--- src/rtl/multi_clock_divider.sv ---
// multi_clock_divider: N-channel programmable clock/tone divider.
// Square or single-pulse output per channel, updates applied at period boundaries.
module multi_clock_divider #(
    parameter int CHANNELS    = 4,
    parameter int WIDTH       = 17,
    parameter int DEFAULT_DIV = 113636
) (
    input  logic                      clock,
    input  logic                      reset,
    input  logic [CHANNELS-1:0]       enable,
    input  logic [CHANNELS-1:0]       load,
    input  logic [CHANNELS-1:0]       mode_in,
    input  logic [CHANNELS*WIDTH-1:0] divisor,
    output logic [CHANNELS-1:0]       clk_out,
    output logic [CHANNELS-1:0]       rise_tick,
    output logic [CHANNELS-1:0]       pending
);

    localparam logic [WIDTH-1:0] DEF_DIV = WIDTH'(DEFAULT_DIV);
    localparam logic [WIDTH-1:0] ONE     = WIDTH'(1);

    logic [WIDTH-1:0]    cnt      [CHANNELS];
    logic [WIDTH-1:0]    cur_div  [CHANNELS];
    logic [WIDTH-1:0]    pend_div [CHANNELS];
    logic [WIDTH-1:0]    div_in   [CHANNELS];
    logic [CHANNELS-1:0] cur_mode;
    logic [CHANNELS-1:0] pend_mode;
    logic [CHANNELS-1:0] run;
    logic [CHANNELS-1:0] term;

    // Per-channel divisor slice, run qualifier and terminal-edge detect
    always_comb begin
        run  = '0;
        term = '0;
        for (int i = 0; i < CHANNELS; i++) begin
            div_in[i] = divisor[i*WIDTH +: WIDTH];
            run[i]    = enable[i] && (cur_div[i] != '0);
            term[i]   = run[i] && (cnt[i] == cur_div[i] - ONE);
        end
    end

    // Counters, outputs and pending/apply handling for every channel
    always_ff @(posedge clock or negedge reset) begin
        if (!reset) begin
            for (int i = 0; i < CHANNELS; i++) begin
                cnt[i]      <= '0;
                cur_div[i]  <= DEF_DIV;
                pend_div[i] <= '0;
            end
            cur_mode  <= '0;
            pend_mode <= '0;
            pending   <= '0;
            clk_out   <= '0;
            rise_tick <= '0;
        end else begin
            for (int i = 0; i < CHANNELS; i++) begin
                if (term[i]) begin
                    cnt[i] <= '0;
                    // The edge that ends a period is shaped by the outgoing mode
                    if (cur_mode[i]) begin
                        clk_out[i]   <= 1'b1;
                        rise_tick[i] <= 1'b1;
                    end else begin
                        clk_out[i]   <= ~clk_out[i];
                        rise_tick[i] <= ~clk_out[i];
                    end
                    // A load on the boundary itself bypasses the pending slot
                    if (load[i]) begin
                        cur_div[i]  <= div_in[i];
                        cur_mode[i] <= mode_in[i];
                        pending[i]  <= 1'b0;
                    end else if (pending[i]) begin
                        cur_div[i]  <= pend_div[i];
                        cur_mode[i] <= pend_mode[i];
                        pending[i]  <= 1'b0;
                    end
                end else begin
                    rise_tick[i] <= 1'b0;
                    if (run[i]) begin
                        cnt[i] <= cnt[i] + ONE;
                        if (cur_mode[i]) begin
                            clk_out[i] <= 1'b0;
                        end
                    end else begin
                        cnt[i]     <= '0;
                        clk_out[i] <= 1'b0;
                    end
                    // Disabled or idle channels have no boundary to wait for
                    if (!run[i] && pending[i]) begin
                        cur_div[i]  <= pend_div[i];
                        cur_mode[i] <= pend_mode[i];
                        pending[i]  <= 1'b0;
                    end
                    // Capture after the apply so a fresh load stays pending
                    if (load[i]) begin
                        pend_div[i]  <= div_in[i];
                        pend_mode[i] <= mode_in[i];
                        pending[i]   <= 1'b1;
                    end
                end
            end
        end
    end

endmodule

--- config.mk ---
export PLATFORM = sky130hd
export DESIGN_NAME = multi_clock_divider
export DESIGN_NICKNAME = d
export VERILOG_FILES = /design/src/rtl/multi_clock_divider.sv
export SDC_FILE = /design/constraint.sdc
export NUM_CORES = 1
export LEC_CHECK = 0
export ABC_AREA = 0
export CAP_MARGIN = 20
export CORE_MARGIN = 2
export CORE_UTILIZATION = 45
export CTS_CLUSTER_SIZE = 25
export DETAILED_ROUTE_END_ITERATION = 10
export PLACE_DENSITY = 0.63
export SLEW_MARGIN = 20
export SYNTH_ARGS = -nofsm -noshare
export SYNTH_HDL_FRONTEND = slang
export SYNTH_SLANG_ARGS = --single-unit
--- constraint.sdc ---
create_clock -name clock -period 6.9 [get_ports clock]
set_input_delay 2.07 -clock clock [delete_from_list [all_inputs] [get_ports clock]]
set_output_delay 2.07 -clock clock [all_outputs]
set_load 0.05 [all_outputs]
==> out/results.ini <==
[detailed_routing]
antenna_left = 0
drtPass1Iterations = 5
drt_iter0_markers = 581
post_drt_wl_per_cell_um = 16.4
viasPerCell = 5.60
vias = 9233
routed_wirelength_um = 27000
drc = 0

[finish]
fill_cells = 2298
layout_common_cells = dfrtp_1 (180), nor2_1 (166), clkdlybuf4s50_1 (92)
layout.area.seq_um2 = 5660
design_area_um2 = 14100
syn_to_final_growth_pct = 16.7
multi_input_area_um2 = 6060
final_common_cell = dfrtp_1
post_route_cells_drive_above_1_share = 0.140
nets = 1386
antennaDiodeCount = 0

[place]
place.gp.congestion = 0.843
post-dp-hpwl_um = 18300
port-buffer-count = 93
placed_area_um2 = 13200
dpl_worst_slack_ns = 2.04

[die]
die-area_um2 = 28100
dieHeight_um = 168
rows = 59
start_util = 0.460
ios = 94
core-area_um2 = 26200
die_w_um = 168

[timing]
fin_crit_ns = 4.50
worst_pin_slew_ns = 0.999
rsz0062_at_grt = no
skew_ns = 0.00940
fmax_mhz = 222
hold_viol_final = 0
setup-violations-final = 0
tns_ns = 0
slew_headroom = 0.334
setup_slack_ns = 2.40
maxSlewViolCount = 0
fin_crit_sh = 0.652

[logic_synthesis]
synth-main-ff-cell = dfrtp_1
syn_area_um2 = 12100
yosysWarnings = 0
async_reset_ff_frac = 1.00
synth-edff-count = 0
syn_inst = 1222
syn-mean-instance-area_um2 = 9.87
ys_seq_area_frac = 0.469
ys_types = 71
ys_ff_latch = 224
syn_nets = 1312

[clocking]
cts_buffers = 25
worstSkewPairLatency_ns = 0.51
clock-root-buffer = clkbuf_16
cts.sinks = 224
cts_resized = 0
clk_path_buf_depth = 3
cts_max_level = 1
cts.reportedPaths.clkPinSlew_ns = 0.06
ctsHoldBuffers = 0
cts_tree = done
post_cts_buffers = 0

[worst_setup_path]
crit_path_start_kind = register
cp.required_ns = 7.29
crit_type = register to register
end_kind = register
critPathMaxFanout = 21
critical_path_arrival_ns = 4.89

[global_route]
overflow = 0
grt_pass1_vias = 8877
grt.total_usage = 0.193
grt_max_degree = 132
grt_antenna_before_repair = 0
grt_pass1_wl_um = 45300

[power_and_ir_drop]
peakVddDrop_mv = 0.195
power.density_nw_per_um2 = 249
p_leak_nw = 5.57

[flow_run]
maxCapViolations = 0

[min_path]
min_path_type = register to register

[outcome]
status = complete, no violations

where the power goes:
part	total (W)	internal [W]	leakage [nW]	switching [W]
logic	0.000539	0.000278	2.43	0.000261
registers	0.00162	0.00147	2.73	0.000155
clock network	0.00135	0.000818	0.415	0.000532
registers in the layout, indices dropped and copies added, names as in the netlist:
signal     cells
pend_mode      4
pend_div      68
pending        4
clk_out        4
rise_tick      4
cnt           68
cur_div       68
cur_mode       4
cell type report:
cell class                 instances  area share
multi-input combinational        915       0.430
sequential                       224       0.402
timing repair buffer             100      0.0711
clock buffer                      33      0.0494
tap                              335      0.0298
clock inverter                    12     0.00977
inverter                          30     0.00800
layer usage:
metal / part of all wire / vias to the layer above / global-route usage
met5: 0 / - / 0
met4: 0.021 / 0 / 0.0442
met3: 0.038 / 39 / 0.0274
met2: 0.46 / 187 / 0.309
met1: 0.48 / 4493 / 0.278
li1: - / 4514 / -
Yosys cell counts, types with 33 or more instances:
library cell  instances  share of area
dfrtp_1             180           0.37
nand2_1              61          0.019
xor2_1               66          0.048
nor3_1               42          0.017
nor2b_1              33          0.017
xnor2_1              76          0.055
mux2_2               73          0.068
nand3_1              41          0.017
dfstp_2              44          0.096
a21oi_1              48          0.020
nor2_1              166          0.052
clkbuf_1             37          0.012
critical path, stage by stage (launching register included):
cell	delay (ns)
dfrtp_1	0.42
inv_1	0.08
ha_1	0.20
nor2b_1	0.29
nand2_1	0.12
or4b_1	0.54
and3_1	0.19
or4_1	0.49
or4_1	0.85
nand2_1	0.78
mux2_2	0.42
worst paths after layout:
path                             start            to  slack [ns]  cells past startpoint
setup / recovery           cur_div[17]  pend_div[24]        2.40                     10
hold / removal             pend_div[3]    cur_div[3]        0.49                      1
setup reg to reg           cur_div[17]  pend_div[24]        2.40                     10
hold reg to reg            pend_div[3]    cur_div[3]        0.49                      1
max in group asynchronous        reset  pend_div[25]        4.18                      2
min in group asynchronous        reset  pend_div[37]        1.55                      1
logic make-up after synthesis:
family | after synthesis | synth area share
AND/OR/NAND/NOR | 471 | 0.196
flip-flops | 224 | 0.469
AO/OA/AOI/OAI | 214 | 0.120
XOR/XNOR | 142 | 0.103
buffers and inverters | 83 | 0.0293
multiplexers | 80 | 0.0740
adder cells (fa/ha/maj) | 8 | 0.00830
metrics by stage:
stage | hold WS, ns | total power (W) | cells | utilization
4_1_cts | 0.493 | 0.00356 | 1649 | 0.537
3_5_place_dp | 0.476 | 0.00218 | 1604 | 0.506
5_1_grt | 0.503 | 0.00368 | 1649 | 0.537
6_report | 0.488 | 0.00351 | 1649 | 0.537
2_1_floorplan | 0.460 | 0.00198 | 1222 | -
3_3_place_gp | 0.465 | 0.00217 | 1604 | 0.506
Note: power is estimated with default switching activity, not from simulation.
